$ cat src/rtl/pipe_pkg.sv
// Shared types, widths and hazard-detection helper for the pipeline hazard controller.
// The pipe_perf_cnt counter widths are used only when PIPE_PERF_CNT_EN is defined.
package pipe_pkg;

    localparam int unsigned REG_W       = 5;
    localparam int unsigned SEQ_CNT_W   = 4;
    localparam int unsigned CYCLE_CNT_W = 32;
    localparam int unsigned EVT_CNT_W   = 16;

    typedef enum logic [1:0] {
        RUN   = 2'd0,
        STALL = 2'd1,
        DRAIN = 2'd2,
        DONE  = 2'd3
    } hz_state_e;

    function automatic logic is_load_use(
        input logic             mem_read,
        input logic [REG_W-1:0] rd,
        input logic [REG_W-1:0] rs1,
        input logic [REG_W-1:0] rs2,
        input logic             uses_rs2
    );
        return mem_read && (rd != '0) && ((rd == rs1) || (uses_rs2 && (rd == rs2)));
    endfunction

endpackage

$ cat src/rtl/pipe_perf_cnt.sv
// Performance counters for pipe_hazard_ctrl: free-running cycle count plus
// saturating stall and flush event counts. Instantiated only under PIPE_PERF_CNT_EN.
module pipe_perf_cnt
    import pipe_pkg::*;
(
    input  logic                   clk,
    input  logic                   reset,
    input  logic                   count_en,
    input  logic                   stall_evt,
    input  logic                   flush_evt,
    output logic [CYCLE_CNT_W-1:0] cycle_cnt,
    output logic [EVT_CNT_W-1:0]   stall_cnt,
    output logic [EVT_CNT_W-1:0]   flush_cnt
);

    logic [CYCLE_CNT_W-1:0] cycle_q, cycle_d;
    logic [EVT_CNT_W-1:0]   stall_q, stall_d;
    logic [EVT_CNT_W-1:0]   flush_q, flush_d;

    always_comb begin
        cycle_d = cycle_q;
        stall_d = stall_q;
        flush_d = flush_q;
        if (count_en) begin
            cycle_d = cycle_q + CYCLE_CNT_W'(1);
        end
        if (stall_evt && (stall_q != '1)) begin
            stall_d = stall_q + EVT_CNT_W'(1);
        end
        if (flush_evt && (flush_q != '1)) begin
            flush_d = flush_q + EVT_CNT_W'(1);
        end
    end

    always_ff @(posedge clk or negedge reset) begin
        if (!reset) begin
            cycle_q <= '0;
            stall_q <= '0;
            flush_q <= '0;
        end else begin
            cycle_q <= cycle_d;
            stall_q <= stall_d;
            flush_q <= flush_d;
        end
    end

    assign cycle_cnt = cycle_q;
    assign stall_cnt = stall_q;
    assign flush_cnt = flush_q;

endmodule

$ cat src/rtl/pipe_hazard_ctrl.sv
// Pipeline hazard controller: mispredict flush, load-use stall, jr flush and halt drain.
// Defining PIPE_PERF_CNT_EN adds the cycle_cnt/stall_cnt/flush_cnt outputs.
module pipe_hazard_ctrl
    import pipe_pkg::*;
#(
    parameter int LOAD_USE_STALL = 1,
    parameter int HALT_DRAIN     = 4
) (
    input  logic             clk,
    input  logic             reset,
    input  logic [REG_W-1:0] rs1_D,
    input  logic [REG_W-1:0] rs2_D,
    input  logic             uses_rs2_D,
    input  logic [REG_W-1:0] rd_E,
    input  logic             MemRead_E,
    input  logic             mispredict_E,
    input  logic             jr_D,
    input  logic             halt_D,
    output logic             PC_write,
    output logic             IF_ID_write,
    output logic             stall_HDU,
    output logic             flush_IF_ID,
    output logic             flush_ID_EX,
    output logic             done
`ifdef PIPE_PERF_CNT_EN
    ,
    output logic [CYCLE_CNT_W-1:0] cycle_cnt,
    output logic [EVT_CNT_W-1:0]   stall_cnt,
    output logic [EVT_CNT_W-1:0]   flush_cnt
`endif
);

    hz_state_e            state_q, state_d;
    logic [SEQ_CNT_W-1:0] cnt_q, cnt_d;
    logic                 load_use;

    assign load_use = is_load_use(MemRead_E, rd_E, rs1_D, rs2_D, uses_rs2_D);

    always_comb begin
        state_d     = state_q;
        cnt_d       = cnt_q;
        PC_write    = 1'b1;
        IF_ID_write = 1'b1;
        stall_HDU   = 1'b0;
        flush_IF_ID = 1'b0;
        flush_ID_EX = 1'b0;

        case (state_q)
            RUN: begin
                if (mispredict_E) begin
                    flush_IF_ID = 1'b1;
                    flush_ID_EX = 1'b1;
                end else if (load_use) begin
                    PC_write    = 1'b0;
                    IF_ID_write = 1'b0;
                    stall_HDU   = 1'b1;
                    // The detecting cycle is the first stall cycle; STALL covers the rest.
                    if (LOAD_USE_STALL > 1) begin
                        state_d = STALL;
                        cnt_d   = SEQ_CNT_W'(LOAD_USE_STALL - 2);
                    end
                end else if (jr_D) begin
                    flush_IF_ID = 1'b1;
                end else if (halt_D) begin
                    PC_write    = 1'b0;
                    flush_IF_ID = 1'b1;
                    state_d     = DRAIN;
                    cnt_d       = SEQ_CNT_W'(HALT_DRAIN - 1);
                end
            end
            STALL: begin
                if (mispredict_E) begin
                    flush_IF_ID = 1'b1;
                    flush_ID_EX = 1'b1;
                    state_d     = RUN;
                    cnt_d       = '0;
                end else begin
                    PC_write    = 1'b0;
                    IF_ID_write = 1'b0;
                    stall_HDU   = 1'b1;
                    if (cnt_q == '0) begin
                        state_d = RUN;
                    end else begin
                        cnt_d = cnt_q - SEQ_CNT_W'(1);
                    end
                end
            end
            DRAIN: begin
                if (mispredict_E) begin
                    flush_IF_ID = 1'b1;
                    flush_ID_EX = 1'b1;
                    state_d     = RUN;
                    cnt_d       = '0;
                end else begin
                    PC_write = 1'b0;
                    if (cnt_q == '0) begin
                        state_d = DONE;
                    end else begin
                        cnt_d = cnt_q - SEQ_CNT_W'(1);
                    end
                end
            end
            DONE: begin
                PC_write    = 1'b0;
                IF_ID_write = 1'b0;
                stall_HDU   = 1'b1;
            end
            default: begin
                state_d = RUN;
                cnt_d   = '0;
            end
        endcase

        // RUN outputs depend on live inputs, so hold the idle values while reset is low.
        if (!reset) begin
            PC_write    = 1'b1;
            IF_ID_write = 1'b1;
            stall_HDU   = 1'b0;
            flush_IF_ID = 1'b0;
            flush_ID_EX = 1'b0;
        end
    end

    always_ff @(posedge clk or negedge reset) begin
        if (!reset) begin
            state_q <= RUN;
            cnt_q   <= '0;
        end else begin
            state_q <= state_d;
            cnt_q   <= cnt_d;
        end
    end

    assign done = (state_q == DONE);

`ifdef PIPE_PERF_CNT_EN
    pipe_perf_cnt u_perf_cnt (
        .clk       (clk),
        .reset     (reset),
        .count_en  (state_q != DONE),
        .stall_evt (stall_HDU && (state_q != DONE)),
        .flush_evt (flush_IF_ID || flush_ID_EX),
        .cycle_cnt (cycle_cnt),
        .stall_cnt (stall_cnt),
        .flush_cnt (flush_cnt)
    );
`endif

endmodule

$ cat config.mk
export PLATFORM = sky130hd
export DESIGN_NAME = pipe_hazard_ctrl
export DESIGN_NICKNAME = d
export VERILOG_FILES = /design/src/rtl/pipe_pkg.sv /design/src/rtl/pipe_perf_cnt.sv /design/src/rtl/pipe_hazard_ctrl.sv
export SDC_FILE = /design/constraint.sdc
export NUM_CORES = 1
export LEC_CHECK = 0
export CORE_MARGIN = 2
export CORE_UTILIZATION = 46
export CTS_CLUSTER_DIAMETER = 120
export DETAILED_ROUTE_END_ITERATION = 12
export PLACE_DENSITY_LB_ADDON = 0.15
export SLEW_MARGIN = 10
export SYNTH_ARGS = -nofsm -noshare
export SYNTH_HDL_FRONTEND = slang
export SYNTH_HIERARCHICAL = 1
export SYNTH_SLANG_ARGS = --single-unit
$ cat constraint.sdc
create_clock -name clk -period 4.1 [get_ports clk]
set_input_delay 0.615 -clock clk [delete_from_list [all_inputs] [get_ports clk]]
set_output_delay 0.615 -clock clk [all_outputs]
set_load 0.02 [all_outputs]
Word-level counts from Yosys, hierarchy flattened

Cells that the tools add are included.
W data, S select, Z words.

Flip-flop bits (word level): 6
Input port bits: 22
Output and inout port bits: 6
Logic and storage cells: 68

Add/subtract/negate cells: 1
Eq/ne operators: 12
Muxes and demuxes: 40
Reduce and logical (&&, ||, !) cells: 13

Operators by type and width:

| cell                  | number |
|---|---|
| $mux W4               | 6 |
| $mux W1               | 20 |
| $mux W2               | 8 |
| $eq A5 B5 Y1          | 2 |
| $ne A3 B3 Y1 const B  | 3 |
| $pmux W1 S3           | 3 |
| $ne A2 B2 Y1 const B  | 4 |
| $pmux W4 S2           | 1 |
| $reduce_and A7 Y1     | 1 |
| $pmux W2 S3           | 1 |
| $reduce_and A6 Y1     | 1 |
| $reduce_bool A5 Y1    | 1 |
| $eq A2 B2 Y1 const B  | 2 |
| $logic_not A4 Y1      | 1 |
| $sub A4 B1 Y4 const B | 1 |
| $logic_and A1 B1 Y1   | 3 |
| $reduce_bool A3 Y1    | 1 |
| $reduce_or A3 Y1      | 1 |
| $eq A2 B1 Y1 const B  | 1 |
| $logic_not A2 Y1      | 1 |
| $pmux W1 S2           | 1 |
| $reduce_bool A2 Y1    | 1 |
| $reduce_or A2 Y1      | 1 |
| $logic_or A1 B1 Y1    | 1 |

Longest topological paths before layout

Gate-level depths: netlist (run 1).

Depth after elaboration: 8
Gate-level depth with buffers: 6
Depth with buffers taken out: 6

Worst setup path after synthesis (run 1)

Ideal clock, no wire load.

Path type: input to output
From: in rd_E[1]
To: out IF_ID_write
Arrival: 2.030 ns
Required time: 3.485 ns
Path slack: 1.455 ns
Stages on the path: 5
Path buffers: 0
Path through: or4_1 > o21a_1 > nand2b_1 > a21oi_1 > o21ai_0

Longest elaborated chain between the ends: 8
Elaborated cells on any way between the ends: 11
Those cells by class: eq/ne: 2; mux: 4; reduce/logical: 5

Ends and longest elaborated chain:

| what                    | line                    | source |
|---|---|---|
| start: declaration      | pipe_hazard_ctrl.sv:14  | `input logic [REG_W-1:0] rd_E,` |
| $eq A5 B5 Y1            | pipe_pkg.sv:24          | `return mem_read && (rd != '0) && ((rd == rs1) \|\| (uses_rs2 && (rd == rs2)));` |
| $logic_and A1 B1 Y1     | pipe_pkg.sv:24          |  |
| $logic_or A1 B1 Y1      | pipe_pkg.sv:24          |  |
| $logic_and A1 B1 Y1 (*) | pipe_pkg.sv:24          |  |
| $mux W1 (*)             | pipe_hazard_ctrl.sv:53  | `end else if (load_use) begin` |
| $mux W1 (*)             | pipe_hazard_ctrl.sv:50  | `if (mispredict_E) begin` |
| $pmux W1 S3 (*)         | pipe_hazard_ctrl.sv:48  | `case (state_q)` |
| $mux W1 (*)             | pipe_hazard_ctrl.sv:115 | `if (!reset) begin` |
| end: declaration        | pipe_hazard_ctrl.sv:20  | `output logic IF_ID_write,` |

Every way passes the cells marked *; elsewhere a longest branch is shown, timed or not.

Worst setup path in the final report (run 1)

Ends and elaborated chain as after synthesis.

==> flow_metrics.env, run 1 <==
export IMPL_required_ns=3.48
export IMPL_cts_resized=0
export IMPL_reg2regPathDepth=6
export IMPL_drtIter0Drc=16
export IMPL_clock_sinks=6
export IMPL_post_route_period_util=0.851
export IMPL_syn_avg_cell_area_um2=8.08
export IMPL_worstSetupEndpointType="output pin"
export IMPL_holdPathStages=1
export IMPL_grt_pass1_vias=680
export IMPL_cpPeakStageDelay_ns=0.62
export IMPL_core_area_um2=1490
export IMPL_p_sw_w=0.000255
export IMPL_die_w_um=43.8
export IMPL_fmax_ghz=0.287
export IMPL_max_cap_violations=0
export IMPL_timing_rr_end="cnt_q[2]"
export IMPL_clk_insertion_delay_late_ns=0.23
export IMPL_wire_per_inst_um=12.5
export IMPL_num_vias=748
export IMPL_layout_drive_gt1_share=0.0756
export IMPL_grt_util_all_layers=0.192
export IMPL_routed_wl_um=1690
export IMPL_gp_congestion=0.842
export IMPL_cpMaxStageDelayCell="clkdlybuf4s50_1"
export IMPL_crit_arrival_ns=2.87
export IMPL_rrSetupSlack_ns=2.48
export IMPL_clk_pin_slew_ns=0.04
export IMPL_hold_violations=0
export IMPL_crit_top_cell="clkdlybuf4s50_1"
export IMPL_crit_path_start_kind="input pin"
export IMPL_setup_viol=0
export IMPL_slew_viol_final=0
export IMPL_die_area_um2=1910
export IMPL_p_leak_nw=0.443
export IMPL_critPathKind="input pin to output pin"
export IMPL_synthCells=90
export IMPL_initial_core_util=0.488
export IMPL_route_detailed_drc=0
export IMPL_fin_setup_tns_ns=0
export IMPL_antenna_found_initial=0
export IMPL_ys_ff_latch=6
export IMPL_syn_area_um2=727
export IMPL_root_buffer="clkbuf_4"
export IMPL_r2r_start="state_q[0]"
export IMPL_hold_start="cnt_q[2]"
export IMPL_swShare=0.468
export IMPL_syn_num_nets=119
export IMPL_rsz0062_at_grt="no"
export IMPL_cts_setup_buffers=0
export IMPL_fin_skew_ns=0.000629
export IMPL_nNetsFinal=150
export IMPL_holdPathEnd="cnt_q[2]"
export IMPL_irDropWorstVdd_v=0.000362
export IMPL_cts_tree="built"
export IMPL_num_rows=14
export IMPL_portBuffers=27
export IMPL_ys_types=32
export IMPL_relSlewSlack=0.726
export IMPL_htree_levels=1
export IMPL_die_height_um=43.8
export IMPL_drt_antenna_violating_nets=0
export IMPL_final_common_cell="clkdlybuf4s50_1"
export IMPL_worst_slew_pin_slew_ns=0.409
export IMPL_fin_crit_ns=3.49
export IMPL_p_comb_frac=0.701
export IMPL_internal_power_w=0.000291
export IMPL_area_growth_pct=42.5
export IMPL_overflow=0
export IMPL_hold_path_class="flop to flop"
export IMPL_mostFrequentLayoutCells="clkdlybuf4s50_1 (27), xor2_1 (9), nor2_1 (8), nand2_1 (8)"
export IMPL_cts_buffer_depth=2
export IMPL_dp_hpwl_um=1380
export IMPL_yosysWarnings=6
export IMPL_seq_area_frac_synth=0.207
export IMPL_path_max_fanout=5
export IMPL_hold_buffers=0
export IMPL_status="finished clean"
export IMPL_clkPwrFrac=0.092
export IMPL_p_per_area_nw_per_um2=527
export IMPL_seqPwrFrac=0.207
export IMPL_dr_pass1_iters=4
export IMPL_via_per_inst=5.54
export IMPL_cts_made_buffers=3
export IMPL_diodes=0
export IMPL_grt_max_degree=15
export IMPL_hold_ws_ns=0.553
export IMPL_ios=28
export IMPL_grt_first_pass_wirelength_um=2820
export IMPL_path_cells="clkdlybuf4s50_1 > or4_1 > o21a_1 > nand2b_1 > a21oi_1 > o21ai_0 > clkdlybuf4s50_1"
[worst max path at each step]
stage,from,to,slack (ns),cells past startpoint
final,rd_E[1],IF_ID_write,0.61,7
after global routing,rd_E[1],IF_ID_write,0.48,7
after CTS,rd_E[1],IF_ID_write,0.60,7
after detailed placement,rd_E[1],IF_ID_write,0.61,7
after global placement,rd_E[1],flush_IF_ID,0.65,7
after floorplan,rd_E[1],IF_ID_write,1.45,5
[state kept, by name (all words and copies together) (netlist names)]
register / cells
cnt_q: 4
state_q: 2
[area by class of cell]
cell class | count | area, µm²
multi-input cells | 76 | 547
fillers | 134 | 453
repair buffers | 27 | 270
flip-flops and latches | 6 | 150
inverters | 7 | 26.3
clock buffers | 3 | 22.5
well taps | 16 | 20.0
[cell usage after synthesis]
master / count / area share
dfrtp_1: 6 / 0.21
o41ai_2: 1 / 0.022
a21oi_2: 1 / 0.012
o21ai_0: 6 / 0.041
mux2i_1: 1 / 0.014
a32oi_2: 1 / 0.022
nand2_1: 8 / 0.041
clkbuf_1: 1 / 0.0052
nor4_2: 1 / 0.017
nand3_1: 2 / 0.014
o211ai_1: 3 / 0.031
inv_1: 7 / 0.036
o22ai_1: 2 / 0.017
nor2b_1: 1 / 0.0086
o31a_1: 2 / 0.024
or4_1: 1 / 0.010
o21a_1: 1 / 0.010
and3_1: 1 / 0.0086
nand2_2: 1 / 0.0086
o21ai_1: 1 / 0.0069
a21oi_1: 4 / 0.028
nand2b_1: 4 / 0.034
o311a_1: 1 / 0.014
ha_1: 7 / 0.12
xor2_1: 9 / 0.11
nor3_1: 4 / 0.028
nor2_1: 8 / 0.041
xnor2_1: 1 / 0.012
o22a_1: 1 / 0.012
and2_1: 1 / 0.0086
o221ai_2: 1 / 0.021
o2111a_1: 1 / 0.015
[worst max-delay path: cells and delay by family]
| family | cells | cell delay, ns |
|---|---|---|
| buffers and inverters | 2 | 1.09 |
| AO/OA/AOI/OAI | 3 | 0.47 |
| AND/OR/NAND/NOR | 2 | 0.71 |
[power groups by stage]
stage | Combinational, W | Sequential, W | Clock (W)
floorplan | 0.000276 | 0.000107 | 0
global placement | 0.000373 | 0.000112 | 0
detailed placement | 0.000382 | 0.000113 | 0
CTS | 0.000383 | 0.000112 | 0.0000529
global route | 0.000429 | 0.000115 | 0.0000548
finish | 0.000383 | 0.000113 | 0.0000502
[cell families (layout without fill, tap and decap cells)]
family	count (synthesis)	count (layout)	share of synthesized area
AND/OR/NAND/NOR	32	32	0.220
AO/OA/AOI/OAI	26	26	0.277
XOR/XNOR	10	10	0.120
buffers and inverters	8	37	0.0413
adder cells (fa/ha/maj)	7	7	0.120
flip-flops	6	6	0.207
multiplexers	1	1	0.0138
[layer usage]
layer	wire, µm	vias up	global-route usage
li1	-	381	-
met1	753	342	0.242
met2	804	25	0.315
met3	135	0	0.0458
met4	0	0	0.0788
met5	0	-	0
[through the flow]
| stage | utilization | total power [W] | cells | area (µm²) | setup WS, ns |
|---|---|---|---|---|---|
| after floorplan | - | 0.000382 | 90 | 727 | 1.45 |
| after global placement | 0.681 | 0.000485 | 132 | 1010 | 0.647 |
| after detailed placement | 0.681 | 0.000495 | 132 | 1010 | 0.608 |
| after global routing | 0.696 | 0.000599 | 135 | 1040 | 0.479 |
| final | 0.696 | 0.000546 | 135 | 1040 | 0.611 |
| after CTS | 0.696 | 0.000548 | 135 | 1040 | 0.597 |
Power figures use the tool's default switching activity.
==> run 2: changes to the inputs <==
Settings changed: ABC_AREA set to 1, CORE_UTILIZATION 46 to 48.
==> run 2 against run 1 <==
Final cell count grew 39%. Combinational power is 1% lower. Highest routed layer unchanged. Largest power group unchanged. Register-to-register slack worse by 0.15 ns. Fmax grew 14%. Cell area is 11% higher. Sequential share of layout area decreased by 1.4 points.
==> flow_metrics.env, run 2 <==
export IMPL_nNetsFinal=201
export IMPL_area_growth_pct=37.8
export IMPL_hold_violations=0
export IMPL_portBuffers=27
export IMPL_root_buffer="clkbuf_4"
export IMPL_timing_rr_end="cnt_q[1]"
export IMPL_fin_skew_ns=0.00106
export IMPL_core_area_um2=1670
export IMPL_grt_pass1_vias=866
export IMPL_required_ns=3.48
export IMPL_rsz0062_at_grt="no"
export IMPL_max_cap_violations=0
export IMPL_cts_tree="built"
export IMPL_rrSetupSlack_ns=2.33
export IMPL_place_area_um2=1120
export IMPL_multiInputGateArea_um2=587
export IMPL_dr_pass1_iters=4
export IMPL_clock_sinks=6
export IMPL_ios=28
export IMPL_ys_types=23
export IMPL_status="finished clean"
export IMPL_reg2regPathDepth=7
export IMPL_wire_per_inst_um=9.51
export IMPL_hold_path_class="flop to flop"
export IMPL_die_height_um=45.6
export IMPL_via_per_inst=5.08
export IMPL_reg_largest_list="cnt_q (4), state_q (2)"
export IMPL_setup_viol=0
export IMPL_path_max_fanout=3
export IMPL_p_per_area_nw_per_um2=473
export IMPL_largest_register_ffs=4
export IMPL_endpoint="stall_HDU"
export IMPL_worstSetupEndpointType="output pin"
export IMPL_synthTopCellsByCount="nand2_1 (52), inv_1 (18), nor2_1 (14), nand3_1 (9)"
export IMPL_die_w_um=45.6
export IMPL_mostFrequentLayoutCells="nand2_1 (52), clkdlybuf4s50_1 (27), inv_1 (18), nor2_1 (14), nand3_1 (9)"
export IMPL_crit_arrival_ns=2.45
export IMPL_top_register="cnt_q"
export IMPL_routed_wl_um=1780
export IMPL_drt_antenna_violating_nets=0
export IMPL_seq_area_frac_synth=0.181
export IMPL_final_common_cell="nand2_1"
export IMPL_synthCells=140
export IMPL_yosysWarnings=6
export IMPL_final_area_um2=1140
export IMPL_regArea_um2=150
export IMPL_grt_util_all_layers=0.197
export IMPL_worst_slew_pin_slew_ns=0.381
export IMPL_worstSetupStartpoint="rd_E[4]"
export IMPL_syn_avg_cell_area_um2=5.93
export IMPL_synth_largest_area_cell="nand2_1"
export IMPL_fmax_ghz=0.326
export IMPL_slew_viol_final=0
export IMPL_ys_flop_type="dfrtp_1"
export IMPL_holdPathStages=2
export IMPL_clk_pin_slew_ns=0.04
export IMPL_cts_buffer_depth=2
export IMPL_relSlewSlack=0.744
export IMPL_clk_insertion_delay_late_ns=0.24
export IMPL_synth_most_common_cell="nand2_1"
export IMPL_gp_congestion=0.861
export IMPL_syn_num_nets=169
export IMPL_critPathKind="input pin to output pin"
export IMPL_hold_buffers=0
export IMPL_irDropWorstVdd_v=0.000216
export IMPL_worst_slack_ns=1.03
export IMPL_route_detailed_drc=0
export IMPL_antenna_found_initial=0
export IMPL_num_vias=950
export IMPL_nFillCells=163
export IMPL_num_rows=15
export IMPL_initial_core_util=0.497
export IMPL_yosysTopAreaCellShare=0.235
export IMPL_die_area_um2=2080
export IMPL_grt_max_degree=9
export IMPL_ys_top_cells_by_area="nand2_1 (23%), dfrtp_1 (18%), ha_1 (11%), inv_1 (8.1%), nor2_1 (6.3%)"
export IMPL_cts_made_buffers=3
export IMPL_cts_setup_buffers=0
export IMPL_fin_crit_ns=3.07
export IMPL_r2r_start="state_q[0]"
export IMPL_layout_drive_gt1_share=0.118
export IMPL_fin_setup_tns_ns=0
export IMPL_synth_edf_count=0
export IMPL_overflow=0
export IMPL_p_leak_nw=0.618
export IMPL_drtIter0Drc=24
export IMPL_grt_first_pass_wirelength_um=3110
export IMPL_diodes=0
export IMPL_cts_resized=0
export IMPL_pre_cts_slack_ns=1.01
export IMPL_syn_area_um2=831
export IMPL_htree_levels=1
export IMPL_post_route_period_util=0.748
export IMPL_crit_path_start_kind="input pin"
export IMPL_synthArstFlopShare=1.00
export IMPL_dp_hpwl_um=1600
export IMPL_ys_ff_latch=6
==> run 2: worst max-delay path, cell delays in order <==
cell	delay, ns
clkdlybuf4s50_1	0.51
inv_2	0.06
nand2_1	0.05
nand2_1	0.05
nor2_1	0.10
nand3_1	0.09
nand2_2	0.11
nand4_1	0.08
a21boi_0	0.17
clkdlybuf4s50_1	0.62
==> run 2: how the worst min path moves through the flow <==
stage	from	endpoint	slack, ns
CTS	cnt_q[3]	cnt_q[3]	0.53
global route	state_q[0]	state_q[0]	0.56
finish	cnt_q[3]	cnt_q[3]	0.53
floorplan	reset	cnt_q[0]	0.32
detailed placement	cnt_q[3]	cnt_q[3]	0.52
global placement	cnt_q[3]	cnt_q[3]	0.51
==> run 2: cells by family (layout without fill, tap and decap cells) <==
| family | Yosys count | in the layout | synth area share |
|---|---|---|---|
| AOI/OAI and AO/OA | 11 | 11 | 0.0798 |
| xor gates and xnor gates | 2 | 2 | 0.0211 |
| DFF | 6 | 6 | 0.181 |
| and+or+nand+nor | 89 | 89 | 0.500 |
| buffers and inverters | 25 | 55 | 0.113 |
| adders and majority gates | 7 | 7 | 0.105 |
==> run 2: metrics by stage <==
step	std cells	power [W]	hold slack (ns)	util
after floorplan	140	0.000378	0.319	-
after global placement	184	0.000474	0.511	0.672
after detailed placement	184	0.000491	0.523	0.672
after CTS	187	0.000544	0.533	0.685
after global routing	187	0.000598	0.557	0.685
final	187	0.000541	0.531	0.685
==> run 2: final cells by class <==
type	instances	share of cell area
multi-input cells	109	0.513
repair buffers	27	0.236
flip-flops and latches	6	0.131
inverters	25	0.0820
clock buffers	3	0.0197
well taps	17	0.0186
==> run 2: power breakdown <==
part	switching (W)	internal (W)	leakage, nW	total [W]
clock network	0.0000189	0.0000329	0.0138	0.0000518
logic	0.000216	0.000163	0.527	0.000379
registers	0.0000267	0.0000838	0.0762	0.000110
total	0.000261	0.000280	0.618	0.000541
==> run 2: metal layers <==
layer / vias up / track usage / share of wire
li1: 494 / - / -
met1: 431 / 0.227 / 0.44
met2: 25 / 0.369 / 0.52
met3: 0 / 0.0278 / 0.040
met4: 0 / 0.0588 / 0
met5: - / 0 / 0
==> run 3: changes to the inputs <==
Settings changed: CORE_UTILIZATION 48 to 41.
Clock period 4.1 ns to 2.5 ns, I/O delays scaled along.
==> run 3 against run 2 <==
Power increased by 62%. Clock power increased by 63%. Clock skew increased by 0.0062 ns. Final cell count increased by 7.5%. Via count decreased by 3.3%. Sequential power increased by 65%. Critical path depth increased by 3. First-iteration DRC count decreased by 54%. Register-to-register slack got worse by 1.6 ns. Critical path type unchanged.
==> flow_metrics.env, run 3 (same netlist as run 2, synthesis figures left out) <==
export IMPL_fin_crit_ns=2.33
export IMPL_diodes=0
export IMPL_multiInputGateArea_um2=587
export IMPL_cts_buffer_depth=2
export IMPL_reg2regPathDepth=7
export IMPL_num_vias=919
export IMPL_p_per_area_nw_per_um2=741
export IMPL_timing_rr_end="cnt_q[1]"
export IMPL_clock_sinks=6
export IMPL_hold_path_class="input pin to asynchronous set/reset pin"
export IMPL_cpMaxStageDelayCell="clkdlybuf4s50_1"
export IMPL_die_height_um=49.0
export IMPL_layoutNonFillerInstCount=201
export IMPL_crit_buf_inv=3
export IMPL_status="finished clean"
export IMPL_regArea_um2=150
export IMPL_dr_pass1_iters=4
export IMPL_worstSetupEndpointType="output pin"
export IMPL_drtIter0Drc=11
export IMPL_htree_levels=1
export IMPL_routed_wl_um=1910
export IMPL_critPathKind="input pin to output pin"
export IMPL_relSlewSlack=0.762
export IMPL_layout_drive_gt1_share=0.138
export IMPL_cp_top_family="buffers and inverters"
export IMPL_cts_made_buffers=3
export IMPL_die_area_um2=2400
export IMPL_antenna_found_initial=0
export IMPL_reg_largest_list="cnt_q (4), state_q (2)"
export IMPL_nFillCells=201
export IMPL_worst_slew_pin_slew_ns=0.355
export IMPL_r2r_start="state_q[0]"
export IMPL_overflow=0
export IMPL_drt_antenna_violating_nets=0
export IMPL_worstSetupStartpoint="rd_E[3]"
export IMPL_crit_top_cell="nand2_1"
export IMPL_num_rows=16
export IMPL_clk_pin_slew_ns=0.05
export IMPL_worst_slack_ns=0.173
export IMPL_gp_congestion=0.834
export IMPL_hold_violations=0
export IMPL_rsz0062_at_grt="no"
export IMPL_core_area_um2=1940
export IMPL_p_leak_nw=0.643
export IMPL_wire_per_inst_um=9.51
export IMPL_required_ns=2.12
export IMPL_irDropWorstVdd_v=0.000564
export IMPL_path_cells="clkdlybuf4s50_1 > inv_2 > nand2_1 > nand2_1 > nor2_1 > nand3_1 > nand2_2 > nand2_1 > nand2_1 > nand2_1 > nand2_1 > nand2_1 > dlygate4sd2_1"
export IMPL_grt_first_pass_wirelength_um=3440
export IMPL_post_route_period_util=0.931
export IMPL_grt_pass1_vias=867
export IMPL_ios=28
export IMPL_setup_viol=0
export IMPL_slew_viol_final=0
export IMPL_fmax_ghz=0.430
export IMPL_area_growth_pct=42.3
export IMPL_grt_max_degree=9
export IMPL_die_w_um=49.0
export IMPL_pre_cts_slack_ns=-0.0898
export IMPL_grt_util_all_layers=0.177
export IMPL_mostFrequentLayoutCells="nand2_1 (52), clkdlybuf4s50_1 (23), inv_1 (18), nor2_1 (14), nand3_1 (9)"
export IMPL_fin_setup_tns_ns=0
export IMPL_cpPeakStageDelay_ns=0.51
export IMPL_place_area_um2=1160
export IMPL_crit_path_start_kind="input pin"
export IMPL_nNetsFinal=205
export IMPL_final_common_cell="nand2_1"
export IMPL_portBuffers=27
export IMPL_final_area_um2=1180
export IMPL_path_max_fanout=3
export IMPL_clk_insertion_delay_late_ns=0.24
export IMPL_top_register="cnt_q"
export IMPL_root_buffer="clkbuf_4"
export IMPL_largest_register_ffs=4
export IMPL_fin_skew_ns=0.00724
export IMPL_via_per_inst=4.57
export IMPL_hold_ws_ns=0.436
export IMPL_placedCellCount=198
export IMPL_dp_hpwl_um=1680
export IMPL_max_cap_violations=0
export IMPL_cts_tree="built"
export IMPL_hold_buffers=0
export IMPL_rrSetupSlack_ns=0.76
export IMPL_route_detailed_drc=0
export IMPL_initial_core_util=0.428
export IMPL_crit_arrival_ns=1.95
[run 3: cell types whose count changed in the layout (fill, tap and decap cells not counted), sizes merged]
cell	before	now
dlygate4sd2	0	4
buf	0	4
clkdlybuf4s50	27	23
[run 3: worst max-delay path by stage]
stage	to	slack (ns)	depth (start not counted)
after floorplan	flush_IF_ID	0.72	3
after global placement	stall_HDU	-0.09	10
after detailed placement	stall_HDU	-0.09	10
after CTS	flush_ID_EX	0.16	4
after global routing	PC_write	0.03	13
final	PC_write	0.17	13
[run 3: power breakdown]
| group | switching, W | total, W | internal [W] |
|---|---|---|---|
| clock network | 0.0000305 | 0.0000845 | 0.0000540 |
| registers | 0.0000442 | 0.000182 | 0.000137 |
| logic | 0.000353 | 0.000610 | 0.000257 |
[run 3: area by class of cell]
| type | instances | area share |
|---|---|---|
| Clock buffer | 3 | 0.0190 |
| Multi-Input combinational cell | 109 | 0.496 |
| Tap cell | 27 | 0.0286 |
| Timing Repair Buffer | 31 | 0.250 |
| Sequential cell | 6 | 0.127 |
| Inverter | 25 | 0.0794 |
[run 3: timing repair]
item,CTS,global route
resized for setup,4,0
endpoints found under the setup margin,4,0
setup buffers,0,0
[run 3: metal layers]
| metal | vias to the layer above | GRT usage | share of wire |
|---|---|---|---|
| li1 | 505 | - | - |
| met1 | 388 | 0.213 | 0.49 |
| met2 | 24 | 0.313 | 0.46 |
| met3 | 2 | 0.0399 | 0.046 |
| met4 | 0 | 0.0476 | 0.0052 |
| met5 | - | 0 | 0 |
[run 3: through the flow]
stage	util	total power, W
CTS	0.609	0.000884
global route	0.609	0.000977
floorplan	-	0.000620
finish	0.609	0.000876
detailed placement	0.600	0.000808
global placement	0.600	0.000788
